--- config.mk ---
export PLATFORM = sky130hd
export DESIGN_NAME = avalon_ahb_bridge_flat
export DESIGN_NICKNAME = d
export VERILOG_FILES = /design/src/rtl/avalon_ahb_pkg.sv /design/src/rtl/avalon_ahb_bridge_if.sv /design/src/rtl/avalon_ahb_be_decode.sv /design/src/rtl/avalon_ahb_bridge.sv /design/src/flat_wrapper.sv
export SDC_FILE = /design/constraint.sdc
export NUM_CORES = 1
export LEC_CHECK = 0
export BUFFER_PORTS_ARGS = -buffer_cell sky130_fd_sc_hd__clkbuf_2
export CAP_MARGIN = 0
export CORE_MARGIN = 1.5
export CORE_UTILIZATION = 51
export CTS_BUF_LIST = sky130_fd_sc_hd__clkbuf_4
export DETAILED_ROUTE_END_ITERATION = 6
export GPL_TIMING_DRIVEN = 0
export PLACE_DENSITY = 0.83
export SYNTH_ARGS = -nofsm -noshare
export SYNTH_HDL_FRONTEND = slang
export SYNTH_SLANG_ARGS = --single-unit
export TNS_END_PERCENT = 30
--- constraint.sdc ---
create_clock -name clk -period 5.2 [get_ports clk]
set_input_delay 0.52 -clock clk [delete_from_list [all_inputs] [get_ports clk]]
set_output_delay 0.52 -clock clk [all_outputs]
set_load 0.03 [all_outputs]
--- src/rtl/avalon_ahb_pkg.sv ---
// Shared constants and types for the Avalon-MM to AHB-Lite bridge.
// HTRANS/HSIZE/HBURST encodings, Avalon response codes, FSM states.
package avalon_ahb_pkg;

    localparam logic [1:0] HTRANS_IDLE   = 2'b00;
    localparam logic [1:0] HTRANS_NONSEQ = 2'b10;

    localparam logic [2:0] HSIZE_BYTE = 3'b000;
    localparam logic [2:0] HSIZE_HALF = 3'b001;
    localparam logic [2:0] HSIZE_WORD = 3'b010;

    localparam logic [2:0] HBURST_SINGLE = 3'b000;

    localparam logic [1:0] RESP_OKAY   = 2'b00;
    localparam logic [1:0] RESP_SLVERR = 2'b10;

    typedef enum logic [1:0] {
        ST_IDLE,
        ST_ADDR,
        ST_DATA,
        ST_RDRESP
    } state_e;

    typedef struct packed {
        logic [2:0] hsize;
        logic [1:0] offset;
        logic       legal;
    } be_dec_t;

endpackage

--- src/rtl/avalon_ahb_bridge_if.sv ---
// Bundle of the Avalon-MM slave port and the AHB-Lite master port.
// slave = bridge view, master = Avalon host plus AHB slave view.
interface avalon_ahb_bridge_if #(
    parameter int ADDR_WIDTH = 32
);

    logic [ADDR_WIDTH-1:0] avs_address;
    logic                  avs_read;
    logic                  avs_write;
    logic [3:0]            avs_byteenable;
    logic [31:0]           avs_writedata;
    logic                  avs_waitrequest;
    logic [31:0]           avs_readdata;
    logic                  avs_readdatavalid;
    logic [1:0]            avs_response;

    logic [ADDR_WIDTH-1:0] HADDR;
    logic [1:0]            HTRANS;
    logic                  HWRITE;
    logic [2:0]            HSIZE;
    logic [2:0]            HBURST;
    logic [3:0]            HPROT;
    logic [31:0]           HWDATA;
    logic [31:0]           HRDATA;
    logic                  HREADY;
    logic                  HRESP;

    modport slave (
        input  avs_address,
        input  avs_read,
        input  avs_write,
        input  avs_byteenable,
        input  avs_writedata,
        output avs_waitrequest,
        output avs_readdata,
        output avs_readdatavalid,
        output avs_response,
        output HADDR,
        output HTRANS,
        output HWRITE,
        output HSIZE,
        output HBURST,
        output HPROT,
        output HWDATA,
        input  HRDATA,
        input  HREADY,
        input  HRESP
    );

    modport master (
        output avs_address,
        output avs_read,
        output avs_write,
        output avs_byteenable,
        output avs_writedata,
        input  avs_waitrequest,
        input  avs_readdata,
        input  avs_readdatavalid,
        input  avs_response,
        input  HADDR,
        input  HTRANS,
        input  HWRITE,
        input  HSIZE,
        input  HBURST,
        input  HPROT,
        input  HWDATA,
        output HRDATA,
        output HREADY,
        output HRESP
    );

endinterface

--- src/rtl/avalon_ahb_be_decode.sv ---
// Byteenable to AHB size/low-address decode.
// Only naturally aligned byte, half and word lane patterns are legal.
module avalon_ahb_be_decode
    import avalon_ahb_pkg::*;
(
    input  logic [3:0] be_i,
    output be_dec_t    dec_o
);

    // Map each legal lane pattern to its transfer size and byte offset
    always_comb begin
        dec_o = '{hsize: HSIZE_WORD, offset: 2'b00, legal: 1'b0};
        unique case (be_i)
            4'b1111: dec_o = '{hsize: HSIZE_WORD, offset: 2'd0, legal: 1'b1};
            4'b0011: dec_o = '{hsize: HSIZE_HALF, offset: 2'd0, legal: 1'b1};
            4'b1100: dec_o = '{hsize: HSIZE_HALF, offset: 2'd2, legal: 1'b1};
            4'b0001: dec_o = '{hsize: HSIZE_BYTE, offset: 2'd0, legal: 1'b1};
            4'b0010: dec_o = '{hsize: HSIZE_BYTE, offset: 2'd1, legal: 1'b1};
            4'b0100: dec_o = '{hsize: HSIZE_BYTE, offset: 2'd2, legal: 1'b1};
            4'b1000: dec_o = '{hsize: HSIZE_BYTE, offset: 2'd3, legal: 1'b1};
            default: dec_o = '{hsize: HSIZE_WORD, offset: 2'd0, legal: 1'b0};
        endcase
    end

endmodule

--- src/rtl/avalon_ahb_bridge.sv ---
// Avalon-MM slave to AHB-Lite master bridge, one outstanding transfer.
// Each accepted command becomes a single NONSEQ transfer on AHB.
module avalon_ahb_bridge
    import avalon_ahb_pkg::*;
#(
    parameter int         ADDR_WIDTH = 32,
    parameter logic [3:0] HPROT_VAL  = 4'b0011
) (
    input  logic               clk,
    input  logic               rst,
    avalon_ahb_bridge_if.slave bus,
    output logic               wr_err,
    input  logic               wr_err_clr
);

    state_e                state_q;
    logic [ADDR_WIDTH-1:0] haddr_q;
    logic [1:0]            htrans_q;
    logic                  hwrite_q;
    logic [2:0]            hsize_q;
    logic [31:0]           hwdata_q;
    logic [31:0]           wdata_q;
    logic [31:0]           rdata_q;
    logic                  rdv_q;
    logic [1:0]            resp_q;
    logic                  err_q;
    logic                  wr_err_q;
    logic                  wr_err_d;
    logic                  wr_err_set;
    logic                  cmd;
    logic                  accept;
    be_dec_t               dec;
    logic                  unused_addr;

    avalon_ahb_be_decode u_be_decode (
        .be_i  (bus.avs_byteenable),
        .dec_o (dec)
    );

    assign cmd    = bus.avs_read | bus.avs_write;
    assign accept = cmd & (state_q == ST_IDLE);

    // Address low bits come from byteenable, not from the master
    assign unused_addr = ^bus.avs_address[1:0];

    // Sticky write error sources: illegal lanes or an AHB ERROR on a write
    assign wr_err_set =
        (accept & bus.avs_write & ~dec.legal) |
        ((state_q == ST_DATA) & bus.HREADY & hwrite_q &
         (err_q | bus.HRESP));

    // Clear request loses against a simultaneous new error
    always_comb begin
        wr_err_d = wr_err_q;
        if (wr_err_clr) begin
            wr_err_d = 1'b0;
        end
        if (wr_err_set) begin
            wr_err_d = 1'b1;
        end
    end

    // Sticky write error register
    always_ff @(posedge clk or posedge rst) begin
        if (rst) begin
            wr_err_q <= 1'b0;
        end else begin
            wr_err_q <= wr_err_d;
        end
    end

    // Transfer sequencer with registered AHB and Avalon outputs
    always_ff @(posedge clk or posedge rst) begin
        if (rst) begin
            state_q  <= ST_IDLE;
            haddr_q  <= '0;
            htrans_q <= HTRANS_IDLE;
            hwrite_q <= 1'b0;
            hsize_q  <= HSIZE_WORD;
            hwdata_q <= '0;
            wdata_q  <= '0;
            rdata_q  <= '0;
            rdv_q    <= 1'b0;
            resp_q   <= RESP_OKAY;
            err_q    <= 1'b0;
        end else begin
            rdv_q <= 1'b0;
            unique case (state_q)
                ST_IDLE: begin
                    if (cmd) begin
                        if (dec.legal) begin
                            state_q  <= ST_ADDR;
                            htrans_q <= HTRANS_NONSEQ;
                            haddr_q  <= {bus.avs_address[ADDR_WIDTH-1:2],
                                         dec.offset};
                            hsize_q  <= dec.hsize;
                            hwrite_q <= bus.avs_write;
                            wdata_q  <= bus.avs_writedata;
                            err_q    <= 1'b0;
                        end else if (!bus.avs_write) begin
                            state_q <= ST_RDRESP;
                            rdata_q <= '0;
                            err_q   <= 1'b1;
                        end
                    end
                end
                ST_ADDR: begin
                    if (bus.HREADY) begin
                        state_q  <= ST_DATA;
                        htrans_q <= HTRANS_IDLE;
                        if (hwrite_q) begin
                            hwdata_q <= wdata_q;
                        end
                    end
                end
                ST_DATA: begin
                    if (bus.HRESP) begin
                        err_q <= 1'b1;
                    end
                    if (bus.HREADY) begin
                        if (hwrite_q) begin
                            state_q <= ST_IDLE;
                        end else begin
                            rdata_q <= bus.HRDATA;
                            state_q <= ST_RDRESP;
                        end
                    end
                end
                ST_RDRESP: begin
                    rdv_q   <= 1'b1;
                    resp_q  <= err_q ? RESP_SLVERR : RESP_OKAY;
                    state_q <= ST_IDLE;
                end
                default: state_q <= ST_IDLE;
            endcase
        end
    end

    assign bus.avs_waitrequest   = (state_q != ST_IDLE);
    assign bus.avs_readdata      = rdata_q;
    assign bus.avs_readdatavalid = rdv_q;
    assign bus.avs_response      = resp_q;

    assign bus.HADDR  = haddr_q;
    assign bus.HTRANS = htrans_q;
    assign bus.HWRITE = hwrite_q;
    assign bus.HSIZE  = hsize_q;
    assign bus.HBURST = HBURST_SINGLE;
    assign bus.HPROT  = HPROT_VAL;
    assign bus.HWDATA = hwdata_q;

    assign wr_err = wr_err_q;

endmodule

--- src/flat_wrapper.sv ---
// flat-port wrapper written by rule: the top's interface ports become plain ports
module avalon_ahb_bridge_flat import avalon_ahb_pkg::*;
#(
    parameter int         ADDR_WIDTH = 32,
    parameter logic [3:0] HPROT_VAL  = 4'b0011
)
  (clk, rst, wr_err, wr_err_clr, bus_avs_address, bus_avs_read, bus_avs_write, bus_avs_byteenable, bus_avs_writedata, bus_avs_waitrequest, bus_avs_readdata, bus_avs_readdatavalid, bus_avs_response, bus_HADDR, bus_HTRANS, bus_HWRITE, bus_HSIZE, bus_HBURST, bus_HPROT, bus_HWDATA, bus_HRDATA, bus_HREADY, bus_HRESP);
  avalon_ahb_bridge_if #(.ADDR_WIDTH(ADDR_WIDTH)) bus_i ();
  input  logic clk;
  input  logic rst;
  output logic wr_err;
  input  logic wr_err_clr;
  input wire logic [$bits(bus_i.avs_address)-1:0] bus_avs_address;
  input wire logic [$bits(bus_i.avs_read)-1:0] bus_avs_read;
  input wire logic [$bits(bus_i.avs_write)-1:0] bus_avs_write;
  input wire logic [$bits(bus_i.avs_byteenable)-1:0] bus_avs_byteenable;
  input wire logic [$bits(bus_i.avs_writedata)-1:0] bus_avs_writedata;
  output wire logic [$bits(bus_i.avs_waitrequest)-1:0] bus_avs_waitrequest;
  output wire logic [$bits(bus_i.avs_readdata)-1:0] bus_avs_readdata;
  output wire logic [$bits(bus_i.avs_readdatavalid)-1:0] bus_avs_readdatavalid;
  output wire logic [$bits(bus_i.avs_response)-1:0] bus_avs_response;
  output wire logic [$bits(bus_i.HADDR)-1:0] bus_HADDR;
  output wire logic [$bits(bus_i.HTRANS)-1:0] bus_HTRANS;
  output wire logic [$bits(bus_i.HWRITE)-1:0] bus_HWRITE;
  output wire logic [$bits(bus_i.HSIZE)-1:0] bus_HSIZE;
  output wire logic [$bits(bus_i.HBURST)-1:0] bus_HBURST;
  output wire logic [$bits(bus_i.HPROT)-1:0] bus_HPROT;
  output wire logic [$bits(bus_i.HWDATA)-1:0] bus_HWDATA;
  input wire logic [$bits(bus_i.HRDATA)-1:0] bus_HRDATA;
  input wire logic [$bits(bus_i.HREADY)-1:0] bus_HREADY;
  input wire logic [$bits(bus_i.HRESP)-1:0] bus_HRESP;
  assign bus_i.avs_address = bus_avs_address;
  assign bus_i.avs_read = bus_avs_read;
  assign bus_i.avs_write = bus_avs_write;
  assign bus_i.avs_byteenable = bus_avs_byteenable;
  assign bus_i.avs_writedata = bus_avs_writedata;
  assign bus_avs_waitrequest = bus_i.avs_waitrequest;
  assign bus_avs_readdata = bus_i.avs_readdata;
  assign bus_avs_readdatavalid = bus_i.avs_readdatavalid;
  assign bus_avs_response = bus_i.avs_response;
  assign bus_HADDR = bus_i.HADDR;
  assign bus_HTRANS = bus_i.HTRANS;
  assign bus_HWRITE = bus_i.HWRITE;
  assign bus_HSIZE = bus_i.HSIZE;
  assign bus_HBURST = bus_i.HBURST;
  assign bus_HPROT = bus_i.HPROT;
  assign bus_HWDATA = bus_i.HWDATA;
  assign bus_i.HRDATA = bus_HRDATA;
  assign bus_i.HREADY = bus_HREADY;
  assign bus_i.HRESP = bus_HRESP;
  avalon_ahb_bridge #(.ADDR_WIDTH(ADDR_WIDTH), .HPROT_VAL(HPROT_VAL)) u_core (.clk(clk), .rst(rst), .bus(bus_i), .wr_err(wr_err), .wr_err_clr(wr_err_clr));
endmodule
==> flow_summary.rst, run 1 <==
.. list-table::
   :header-rows: 1

   * - Metric
     - Value
   * - Run status
     - completed
   * - DIE HEIGHT
     - 110 um
   * - Vias in the first global route
     - 4322
   * - Library cell used as clock root buffer
     - sky130_fd_sc_hd__clkbuf_4
   * - Filler cell count
     - 784
   * - R2R Setup Slk
     - 3090 ps
   * - I/O pin count
     - 221
   * - Iteration count of the initial detailed-routing pass
     - 4
   * - Fraction of final layout cells with drive strength greater than 1
     - 0.540
   * - Register area share after synthesis
     - 0.592
   * - Most frequent cells after synthesis
     - 137 x sky130_fd_sc_hd__dfrtp_1, 71 x sky130_fd_sc_hd__nor2_1, 50 x sky130_fd_sc_hd__mux2_2
   * - Flop and latch count out of synthesis
     - 138
   * - Sequential fraction of design power
     - 0.372
   * - Fin. Hold Viols
     - 0
   * - Number of placement rows
     - 38
   * - Share of async-settable or async-resettable flops after synthesis
     - 1.00
   * - Global placer's final weighted congestion
     - 0.858
   * - Smallest setup slack after layout
     - 3090 ps
   * - Wire length of the first global-routing pass
     - 20.4 mm
   * - Non-filler cells, final
     - 823
   * - Ratio of final minimum period to clock period
     - 0.405
   * - Maximum buffer depth of the clock tree
     - 2
   * - Vias per std cell
     - 5.14
   * - Share of power burned in combinational logic
     - 0.467
   * - Aggregate global-route resource usage
     - 0.224
   * - Maximum operating frequency
     - 475 MHz
   * - Prevailing post-synth register cell
     - sky130_fd_sc_hd__dfrtp_1
   * - Worst Setup End Kind
     - flop
   * - Peak fanout along the critical path
     - 10
   * - Post-cts repair resize count
     - 0
   * - Mapped Cells
     - 435
   * - Post-place setup slack
     - 2910 ps
   * - Count of inserted antenna diode cells
     - 0
   * - Worst min-delay path class
     - in -> async
   * - Number of DRC violations after detailed routing
     - 0
   * - Critical path's most frequent cell
     - sky130_fd_sc_hd__nor2_4
   * - Routed vias
     - 4229
   * - Quantity of I/O buffers inserted on ports
     - 207
   * - Core region area
     - 11000 um2
   * - Internal power
     - 3.01 mW
   * - Cell Pwr Density
     - 693 nW/um2
   * - Setup repair after global routing missed its margin
     - false
   * - Initial DRC count
     - 225
   * - Combined area of all synthesized cells
     - 5830 um2
   * - Number of max-slew violations in the final report
     - 0
   * - Total Routed Length
     - 13.3 mm
   * - Worst IR Drop VDD
     - 413 uV
   * - Actual transition at the worst max-transition pin
     - 587 ps
   * - Final Critical Period
     - 2110 ps
   * - Crit path required time
     - 5610 ps
   * - Largest net degree at the start of global routing
     - 79
   * - Synthesis Warnings
     - 0
   * - Biggest area consumer among synthesized cells
     - sky130_fd_sc_hd__dfrtp_1
   * - Number of synthesized flops with an enable pin
     - 0
   * - Synthesis-to-layout area growth
     - 27.8%
   * - Die Width
     - 110 um
   * - Reported max-cap violation count
     - 0
   * - Number of buffers inserted for hold repair after clock tree synthesis
     - 0
   * - Highest cell delay on the worst timing path
     - 460 ps
   * - Remaining antenna violation count after routing
     - 0
   * - Most common cell in the synthesized netlist
     - sky130_fd_sc_hd__dfrtp_1
   * - Detailed placement HPWL
     - 9.72 mm
   * - Initial antenna violation count
     - 0
   * - Total number of nets in the final design
     - 777
   * - Max-slew headroom
     - 0.609
   * - Critical path cell sequence
     - nor2_4 > inv_1 > nor2_4 > and3_4 > buf_2 > mux2_2
   * - CTS Buf Count
     - 17
   * - Clock H-tree levels
     - 4
   * - Switching part of the total power
     - 0.417
   * - Clock latency of the later-clocked register in the worst-skew pair
     - 530 ps
   * - Net switching power figure
     - 2.15 mW
   * - Highest-delay cell along the critical path
     - sky130_fd_sc_hd__dfrtp_1
   * - Number of placed cells counting well taps
     - 791
   * - TNS Setup
     - 0 ps
   * - Arrival time of the worst setup path
     - 2520 ps
   * - Pwr Total
     - 5.16 mW
   * - Overflow after GRT
     - 0
   * - Number of distinct library cells after synthesis
     - 44
   * - Top cells by area in the synthesized netlist
     - sky130_fd_sc_hd__dfrtp_1 59%, sky130_fd_sc_hd__mux2_4 12%, sky130_fd_sc_hd__mux2_2 9.7%, sky130_fd_sc_hd__nor2_1 4.6%, sky130_fd_sc_hd__nor3_1 2.7%
   * - Count of endpoints failing setup in the final report
     - 0
   * - Clock power share
     - 0.161
   * - Wire length per cell
     - 16.1 um
   * - Mean cell area of the mapped netlist
     - 13.4 um2
   * - Clock transition at the register clock pins on the worst setup and hold paths after CTS
     - 120 ps
   * - Initial core utilization
     - 0.531
   * - DIE AREA
     - 12100 um2
   * - Number of buffers inserted to repair setup after CTS
     - 0
   * - Worst setup SP type
     - flop
   * - Clk sink count
     - 138
   * - LEAKAGE
     - 3.77 nW
   * - Category of the most critical setup path
     - reg -> reg
   * - Max Clock Skew
     - 17.2 ps
   * - CTS tree
     - done
   * - Yosys top cell area share
     - 0.588
[state kept, by name, summed over array words and instances (netlist names)]
signal / count
u_core.bus.avs_response: 1
u_core.bus.avs_readdatavalid: 1
u_core.wdata_q: 32
u_core.bus.HWDATA: 32
u_core.err_q: 1
u_core.bus.HADDR: 32
u_core.bus.HSIZE: 2
u_core.bus.avs_readdata: 32
u_core.wr_err: 1
u_core.bus.HWRITE: 1
u_core.bus.HTRANS: 1
u_core.state_q: 2
[power groups by stage]
stage	sequential, mW	combinational, mW	clock, mW
3_3_place_gp	1.89	2.37	0
4_1_cts	1.92	2.44	0.848
5_1_grt	1.99	2.57	0.897
2_1_floorplan	2.66	1.00	0
3_5_place_dp	1.94	2.43	0
6_report	1.92	2.41	0.829
[stage by stage]
stage	util	instance area, um2	hold WS (ps)
6_report	0.679	7460	35.3
3_3_place_gp	0.644	7070	482
4_1_cts	0.679	7460	33.1
2_1_floorplan	-	5860	477
3_5_place_dp	0.647	7110	470
5_1_grt	0.679	7460	22.7
[metal layers]
metal / share of wire / track usage / routed length [um]
met1: 0.39 / 0.250 / 5140
met2: 0.50 / 0.391 / 6680
met3: 0.095 / 0.0854 / 1260
met4: 0.015 / 0.0733 / 193
met5: 0 / 0 / 0
[area by class of cell]
type / instances / area [um2] / area share
Sequential cell: 138 / 3450 / 0.463
Multi-Input combinational cell: 264 / 2110 / 0.283
Timing Repair Buffer: 208 / 1060 / 0.143
Buffer: 34 / 269 / 0.0361
Clock inverter: 15 / 223 / 0.0299
Tap cell: 140 / 175 / 0.0235
Clock buffer: 17 / 128 / 0.0171
Inverter: 7 / 31.3 / 0.00419
[critical path, delay by kind of cell, from the launching register on]
kind          cells  cell delay [ps]
flops             1              460
simple gates      3              720
mux               1              370
buf+inv           2              440
[cell usage in the layout, fill, tap and decap left out, types with 8 or more instances in the layout]
cell and n:
sky130_fd_sc_hd__a21oi_1 8, sky130_fd_sc_hd__buf_4 11, sky130_fd_sc_hd__clkbuf_1 9, sky130_fd_sc_hd__clkbuf_2 207, sky130_fd_sc_hd__clkbuf_4 17, sky130_fd_sc_hd__conb_1 10, sky130_fd_sc_hd__dfrtp_1 137, sky130_fd_sc_hd__mux2_2 50
sky130_fd_sc_hd__mux2_4 47, sky130_fd_sc_hd__nor2_1 71, sky130_fd_sc_hd__nor3_1 32
[cells by family after synthesis]
group                     share of synthesized area
xor gates and xnor gates                    0.00150
and+or+nand+nor                               0.102
DFF                                           0.592
buffers and inverters                        0.0506
AOI/OAI and AO/OA                            0.0352
other                                       0.00129
muxes                                         0.218
[worst paths after layout]
check | endpoint | cells past startpoint | startpoint
worst max-delay path | u_core.wdata_q[26] | 6 | u_core.state_q[1]
worst min-delay path | u_core.bus.avs_readdata[21] | 2 | rst
worst max register to register | u_core.wdata_q[26] | 6 | u_core.state_q[1]
worst min register to register | u_core.bus.HTRANS[1] | 1 | u_core.bus.HTRANS[1]
max in group asynchronous | u_core.wdata_q[8] | 3 | rst
min in group clk | u_core.bus.HADDR[3] | 2 | bus_avs_address[3]
No activity file was read; power rests on OpenSTA's default activity.
==> inputs of run 2 (changes only) <==
==> constraint.sdc (replaced) <==
create_clock -name clk -period 2 [get_ports clk]
set_input_delay 0.2 -clock clk [delete_from_list [all_inputs] [get_ports clk]]
set_output_delay 0.2 -clock clk [all_outputs]
set_load 0.03 [all_outputs]
==> flow_summary.rst, run 2 (synthesized netlist as in run 1, its figures left out) <==
.. list-table::
   :header-rows: 1

   * - Metric
     - Value
   * - Post-place setup slack
     - -51.6 ps
   * - DIE AREA
     - 12100 um2
   * - Count of endpoints failing setup in the final report
     - 0
   * - Wire length of the first global-routing pass
     - 25.8 mm
   * - Worst IR Drop VDD
     - 1260 uV
   * - Largest net degree at the start of global routing
     - 46
   * - Initial core utilization
     - 0.531
   * - Routed vias
     - 4823
   * - Endpoint of the lowest-slack register-to-register path
     - u_core.bus.HADDR[8]
   * - Quantity of I/O buffers inserted on ports
     - 207
   * - Number of placement rows
     - 38
   * - Startpoint of the worst register-to-register path
     - u_core.state_q[1]
   * - Ratio of final minimum period to clock period
     - 0.953
   * - Number of max-slew violations in the final report
     - 0
   * - Area post-placement
     - 7140 um2
   * - Total number of nets in the final design
     - 880
   * - Commonest non-fill, non-tap cells in the layout
     - 211 x sky130_fd_sc_hd__clkbuf_2, 137 x sky130_fd_sc_hd__dfrtp_1, 100 x sky130_fd_sc_hd__dlygate4sd3_1
   * - Die Width
     - 110 um
   * - CTS tree
     - done
   * - Final Critical Period
     - 1910 ps
   * - Initial DRC count
     - 205
   * - Clock transition at the register clock pins on the worst setup and hold paths after CTS
     - 120 ps
   * - Crit path required time
     - 2430 ps
   * - Setup repair after global routing missed its margin
     - true
   * - Run status
     - completed
   * - Core region area
     - 11000 um2
   * - Post-route cell area
     - 8510 um2
   * - Filler cell count
     - 639
   * - Highest-delay cell along the critical path
     - sky130_fd_sc_hd__dfrtp_1
   * - Peak fanout along the critical path
     - 10
   * - Clk sink count
     - 138
   * - Arrival time of the worst setup path
     - 2340 ps
   * - Initial antenna violation count
     - 0
   * - Timing startpoint of the critical path
     - u_core.state_q[1]
   * - Depth of the worst hold-timing path
     - 3
   * - Detailed placement HPWL
     - 9.75 mm
   * - Maximum buffer depth of the clock tree
     - 2
   * - Fraction of final layout cells with drive strength greater than 1
     - 0.476
   * - Max-slew headroom
     - 0.651
   * - R2R Setup Slk
     - 90 ps
   * - Critical path cell sequence
     - nor2_4 > inv_1 > nor2_4 > and3_4 > buf_12 > buf_8 > mux2_4
   * - Worst setup SP type
     - flop
   * - Hold endpoint
     - u_core.bus.HWRITE
   * - Category of the most critical setup path
     - reg -> reg
   * - Worst hold margin
     - 57.1 ps
   * - Fin. Hold Viols
     - 0
   * - CTS Buf Count
     - 17
   * - Clock latency of the later-clocked register in the worst-skew pair
     - 560 ps
   * - Vias per std cell
     - 5.21
   * - Multi-input gate area
     - 2110 um2
   * - Pwr Total
     - 14.0 mW
   * - Global placer's final weighted congestion
     - 0.874
   * - Overflow after GRT
     - 0
   * - LEAKAGE
     - 4.23 nW
   * - Aggregate global-route resource usage
     - 0.290
   * - TNS Setup
     - 0 ps
   * - Cell Pwr Density
     - 1640 nW/um2
   * - Register area
     - 3450 um2
   * - Most common library cell in the layout ignoring fill and taps
     - sky130_fd_sc_hd__clkbuf_2
   * - Count of inserted antenna diode cells
     - 0
   * - Smallest setup slack after layout
     - 93.1 ps
   * - Cell count of the worst reg-to-reg path
     - 7
   * - I/O pin count
     - 221
   * - Synthesis-to-layout area growth
     - 46.0%
   * - Max Clock Skew
     - 25.4 ps
   * - Clock H-tree levels
     - 4
   * - Wire length per cell
     - 18.2 um
   * - Maximum operating frequency
     - 524 MHz
   * - Number of DRC violations after detailed routing
     - 0
   * - Vias in the first global route
     - 5283
   * - Highest cell delay on the worst timing path
     - 460 ps
   * - Worst Setup End Kind
     - flop
   * - Library cell used as clock root buffer
     - sky130_fd_sc_hd__clkbuf_4
   * - DIE HEIGHT
     - 110 um
   * - Iteration count of the initial detailed-routing pass
     - 4
   * - Total Routed Length
     - 16.9 mm
   * - Reported max-cap violation count
     - 0
   * - Worst min-delay path startpoint
     - bus_avs_read
   * - Worst min-delay path class
     - in -> reg
   * - Critical path's most frequent cell
     - sky130_fd_sc_hd__nor2_4
   * - Actual transition at the worst max-transition pin
     - 522 ps
   * - Remaining antenna violation count after routing
     - 0
-- run 2: changes by cell type in the layout (fill, tap and decap cells not counted), sizes merged --
| cell | previous run | this run |
|---|---|---|
| dlygate4sd3 | 0 | 100 |
| buf | 26 | 29 |
| inv | 9 | 7 |
| bufinv | 5 | 6 |
| clkbuf | 233 | 234 |
| clkinv | 5 | 6 |
| clkinvlp | 3 | 2 |
-- run 2: area by class of cell --
| type | instances | area share |
|---|---|---|
| plain buffers | 34 | 0.0325 |
| clock buffers | 18 | 0.0159 |
| clock inverters | 14 | 0.0265 |
| inverters | 7 | 0.00353 |
| multi-input cells | 264 | 0.248 |
| flip-flops and latches | 138 | 0.406 |
| well taps | 140 | 0.0206 |
| repair buffers | 311 | 0.247 |
-- run 2: repair_timing --
action	CTS	global route
resized for setup	1	10
endpoints found under the hold margin	118	0
pin swaps	1	0
endpoints found under the setup margin	60	49
buffers inserted	1	0
hold buffers	100	0
-- run 2: report_power, final --
group	switching, mW	internal, mW	leakage [nW]
sequential	0.910	4.18	1.66
combinational	3.94	2.69	2.38
clock	1.00	1.24	0.187
-- run 2: worst max-delay path: cells and delay by family, from the launching register on --
| kind | cells | cell delay, ps |
|---|---|---|
| AND/OR/NAND/NOR | 3 | 520 |
| buffers and inverters | 3 | 490 |
| flip-flops | 1 | 460 |
| multiplexers | 1 | 310 |
-- run 2: layer usage --
| metal | routed length [um] | global-route usage |
|---|---|---|
| met1 | 6250 | 0.305 |
| met3 | 1290 | 0.0842 |
| met5 | 0 | 0 |
| met2 | 8930 | 0.535 |
| met4 | 420 | 0.122 |
-- run 2: worst max-delay path by stage --
stage,depth (start not counted),slack [ps],endpoint
after floorplan,7,70,u_core.bus.HADDR[10]
after global placement,2,-630,u_core.wdata_q[23]
after detailed placement,6,-50,u_core.wdata_q[22]
after CTS,5,20,u_core.bus.HWDATA[27]
after global routing,6,-70,u_core.bus.avs_readdata[4]
final,7,90,u_core.bus.HADDR[8]
-- run 2: per-stage QoR --
stage / utilization / cells
finish: 0.775 / 926
global route: 0.775 / 926
CTS: 0.775 / 926
detailed placement: 0.650 / 793
global placement: 0.644 / 790
floorplan: - / 443
==> inputs of run 3 (changes only) <==
--- a/config.mk
+++ b/config.mk
@@ -12,7 +12,7 @@
 export CTS_BUF_LIST = sky130_fd_sc_hd__clkbuf_4
 export DETAILED_ROUTE_END_ITERATION = 6
 export GPL_TIMING_DRIVEN = 0
-export PLACE_DENSITY = 0.83
+export PLACE_DENSITY = 0.8
 export SYNTH_ARGS = -nofsm -noshare
 export SYNTH_HDL_FRONTEND = slang
 export SYNTH_SLANG_ARGS = --single-unit
==> flow_summary.rst, run 3 (synthesized netlist as in run 1, its figures left out) <==
.. list-table::
   :header-rows: 1

   * - Metric
     - Value
   * - Ratio of final minimum period to clock period
     - 0.953
   * - Routed vias
     - 4775
   * - Number of max-slew violations in the final report
     - 0
   * - Routing usage on met3
     - 0.0937
   * - Category of cells accounting for the largest share of critical-path delay
     - simple AND/OR/NAND/NOR gates
   * - Pwr Total
     - 13.6 mW
   * - Max-slew headroom
     - 0.479
   * - Category of the most critical setup path
     - reg -> reg
   * - CTS Buf Count
     - 17
   * - DIE HEIGHT
     - 110 um
   * - Clock H-tree levels
     - 4
   * - Number of DRC violations after detailed routing
     - 0
   * - Initial DRC count
     - 284
   * - Highest cell delay on the worst timing path
     - 470 ps
   * - Total number of nets in the final design
     - 880
   * - Iteration count of the initial detailed-routing pass
     - 5
   * - Aggregate global-route resource usage
     - 0.284
   * - Wire length per cell
     - 17.9 um
   * - Max Clock Skew
     - 15.3 ps
   * - Sequential fraction of design power
     - 0.370
   * - Initial antenna violation count
     - 0
   * - I/O pin count
     - 221
   * - Filler cell count
     - 647
   * - Remaining antenna violation count after routing
     - 0
   * - Count of endpoints failing setup in the final report
     - 0
   * - Post-place setup slack
     - -59.7 ps
   * - Clk sink count
     - 138
   * - Area post-placement
     - 7150 um2
   * - Run status
     - completed
   * - Peak fanout along the critical path
     - 10
   * - Global placer's final weighted congestion
     - 0.891
   * - Cell Pwr Density
     - 1610 nW/um2
   * - Worst min-delay path class
     - in -> reg
   * - Highest-delay cell along the critical path
     - sky130_fd_sc_hd__dfrtp_1
   * - Net switching power figure
     - 5.80 mW
   * - Quantity of I/O buffers inserted on ports
     - 207
   * - Setup repair after global routing missed its margin
     - false
   * - Post-route cell area
     - 8470 um2
   * - Crit path required time
     - 2420 ps
   * - Detailed placement HPWL
     - 9.60 mm
   * - Worst IR Drop VDD
     - 1190 uV
   * - Critical path cell sequence
     - nor2_4 > inv_1 > nor2_4 > and3_4 > buf_12 > buf_8 > mux2_4
   * - Reported max-cap violation count
     - 0
   * - Worst setup SP type
     - flop
   * - Initial core utilization
     - 0.531
   * - Arrival time of the worst setup path
     - 2330 ps
   * - Actual transition at the worst max-transition pin
     - 780 ps
   * - Final Critical Period
     - 1910 ps
   * - Number of placed cells counting well taps
     - 793
   * - Overflow after GRT
     - 0
   * - Clock transition at the register clock pins on the worst setup and hold paths after CTS
     - 110 ps
   * - Number of placement rows
     - 38
   * - Maximum operating frequency
     - 525 MHz
   * - Count of inserted antenna diode cells
     - 0
   * - Maximum buffer depth of the clock tree
     - 2
   * - DIE AREA
     - 12100 um2
   * - Fin. Hold Viols
     - 0
   * - Library cell used as clock root buffer
     - sky130_fd_sc_hd__clkbuf_4
   * - Wire length of the first global-routing pass
     - 25.5 mm
   * - Core region area
     - 11000 um2
   * - Critical path's most frequent cell
     - sky130_fd_sc_hd__nor2_4
   * - LEAKAGE
     - 4.21 nW
   * - Smallest setup slack after layout
     - 93.7 ps
   * - Fraction of final layout cells with drive strength greater than 1
     - 0.476
   * - Largest net degree at the start of global routing
     - 44
   * - Busiest layer in global routing
     - met2
   * - Non-filler cells, final
     - 926
   * - Met2 Usage GRT
     - 0.506
   * - Worst Setup End Kind
     - flop
   * - Clock power share
     - 0.145
   * - CTS tree
     - done
   * - Most common library cell in the layout ignoring fill and taps
     - sky130_fd_sc_hd__clkbuf_2
   * - Internal power
     - 7.84 mW
   * - Vias per std cell
     - 5.16
   * - Vias in the first global route
     - 5104
   * - Clock latency of the later-clocked register in the worst-skew pair
     - 540 ps
   * - Share of the core filled with cells
     - 0.771
   * - Met1 capacity usage during global routing
     - 0.318
   * - Die Width
     - 110 um
   * - Switching part of the total power
     - 0.425
   * - Commonest non-fill, non-tap cells in the layout
     - 213 x sky130_fd_sc_hd__clkbuf_2, 137 x sky130_fd_sc_hd__dfrtp_1, 100 x sky130_fd_sc_hd__dlygate4sd3_1
   * - Share of power burned in combinational logic
     - 0.485
   * - Synthesis-to-layout area growth
     - 45.2%
   * - Total Routed Length
     - 16.6 mm
   * - Bufs and invs on worst path
     - 3
==> run 3: cell count changes in the layout (fill, tap and decap cells not counted), moves of 2 or more <==
cell,delta
sky130_fd_sc_hd__bufinv_16,-2
sky130_fd_sc_hd__clkinvlp_4,+2
sky130_fd_sc_hd__clkinv_2,+2
sky130_fd_sc_hd__buf_2,-2
sky130_fd_sc_hd__clkbuf_2,+2
==> run 3: worst register-to-register path, delay by kind of cell, from the launching register on <==
kind	cells	cell delay, ps
mux	1	310
buf+inv	3	500
flops	1	470
simple gates	3	520
==> run 3: stage by stage <==
stage	hold slack (ps)	setup TNS, ps
floorplan	348	0
global placement	434	-88220
detailed placement	375	-2180
CTS	25.4	0
global route	66.0	0
finish	81.8	0
==> run 3: power by group through the flow <==
stage                     Sequential [mW]  Combinational [mW]  Clock (mW)
after global routing                 5.19                7.01        2.13
after floorplan                      6.91                2.60           0
after global placement               4.90                6.16           0
final                                5.04                6.62        1.97
after detailed placement             5.00                6.30           0
after CTS                            4.96                6.50        1.99
==> run 3: final timing paths <==
kind                                 startpoint              endpoint  slack [ps]  cells past startpoint
max in group asynchronous                   rst    u_core.wdata_q[24]         770                      5
setup / recovery              u_core.state_q[0]  u_core.bus.HADDR[13]          90                      7
hold reg to reg            u_core.bus.HTRANS[1]  u_core.bus.HTRANS[1]         500                      1
hold / removal                     bus_avs_read     u_core.bus.HWRITE          80                      3
min in group asynchronous                   rst   u_core.bus.HADDR[7]         360                      3
setup reg to reg              u_core.state_q[0]  u_core.bus.HADDR[13]          90                      7
==> run 3: final cells by class <==
| cell class | instances | area, um2 | share of cell area |
|---|---|---|---|
| Inverter | 7 | 30.0 | 0.00355 |
| Clock inverter | 15 | 181 | 0.0214 |
| Buffer | 34 | 277 | 0.0326 |
| Sequential cell | 138 | 3450 | 0.408 |
| Clock buffer | 17 | 128 | 0.0151 |
| Timing Repair Buffer | 311 | 2110 | 0.249 |
| Tap cell | 140 | 175 | 0.0207 |
| Multi-Input combinational cell | 264 | 2110 | 0.249 |
==> run 3: routing by layer <==
layer  vias to the layer above  wire (um)
met5                         -          0
met4                         0        290
met3                        38       1470
met2                       252       8440
met1                      2335       6410
li1                       2150          -
==> run 3: repair_timing <==
action / 4_1_cts / 5_1_grt
hold buffers: 100 / 0
resized for setup: 0 / 10
pin swaps: 1 / 0
hold endpoints to repair: 132 / 0
endpoints found under the setup margin: 57 / 55
setup buffers: 1 / 0
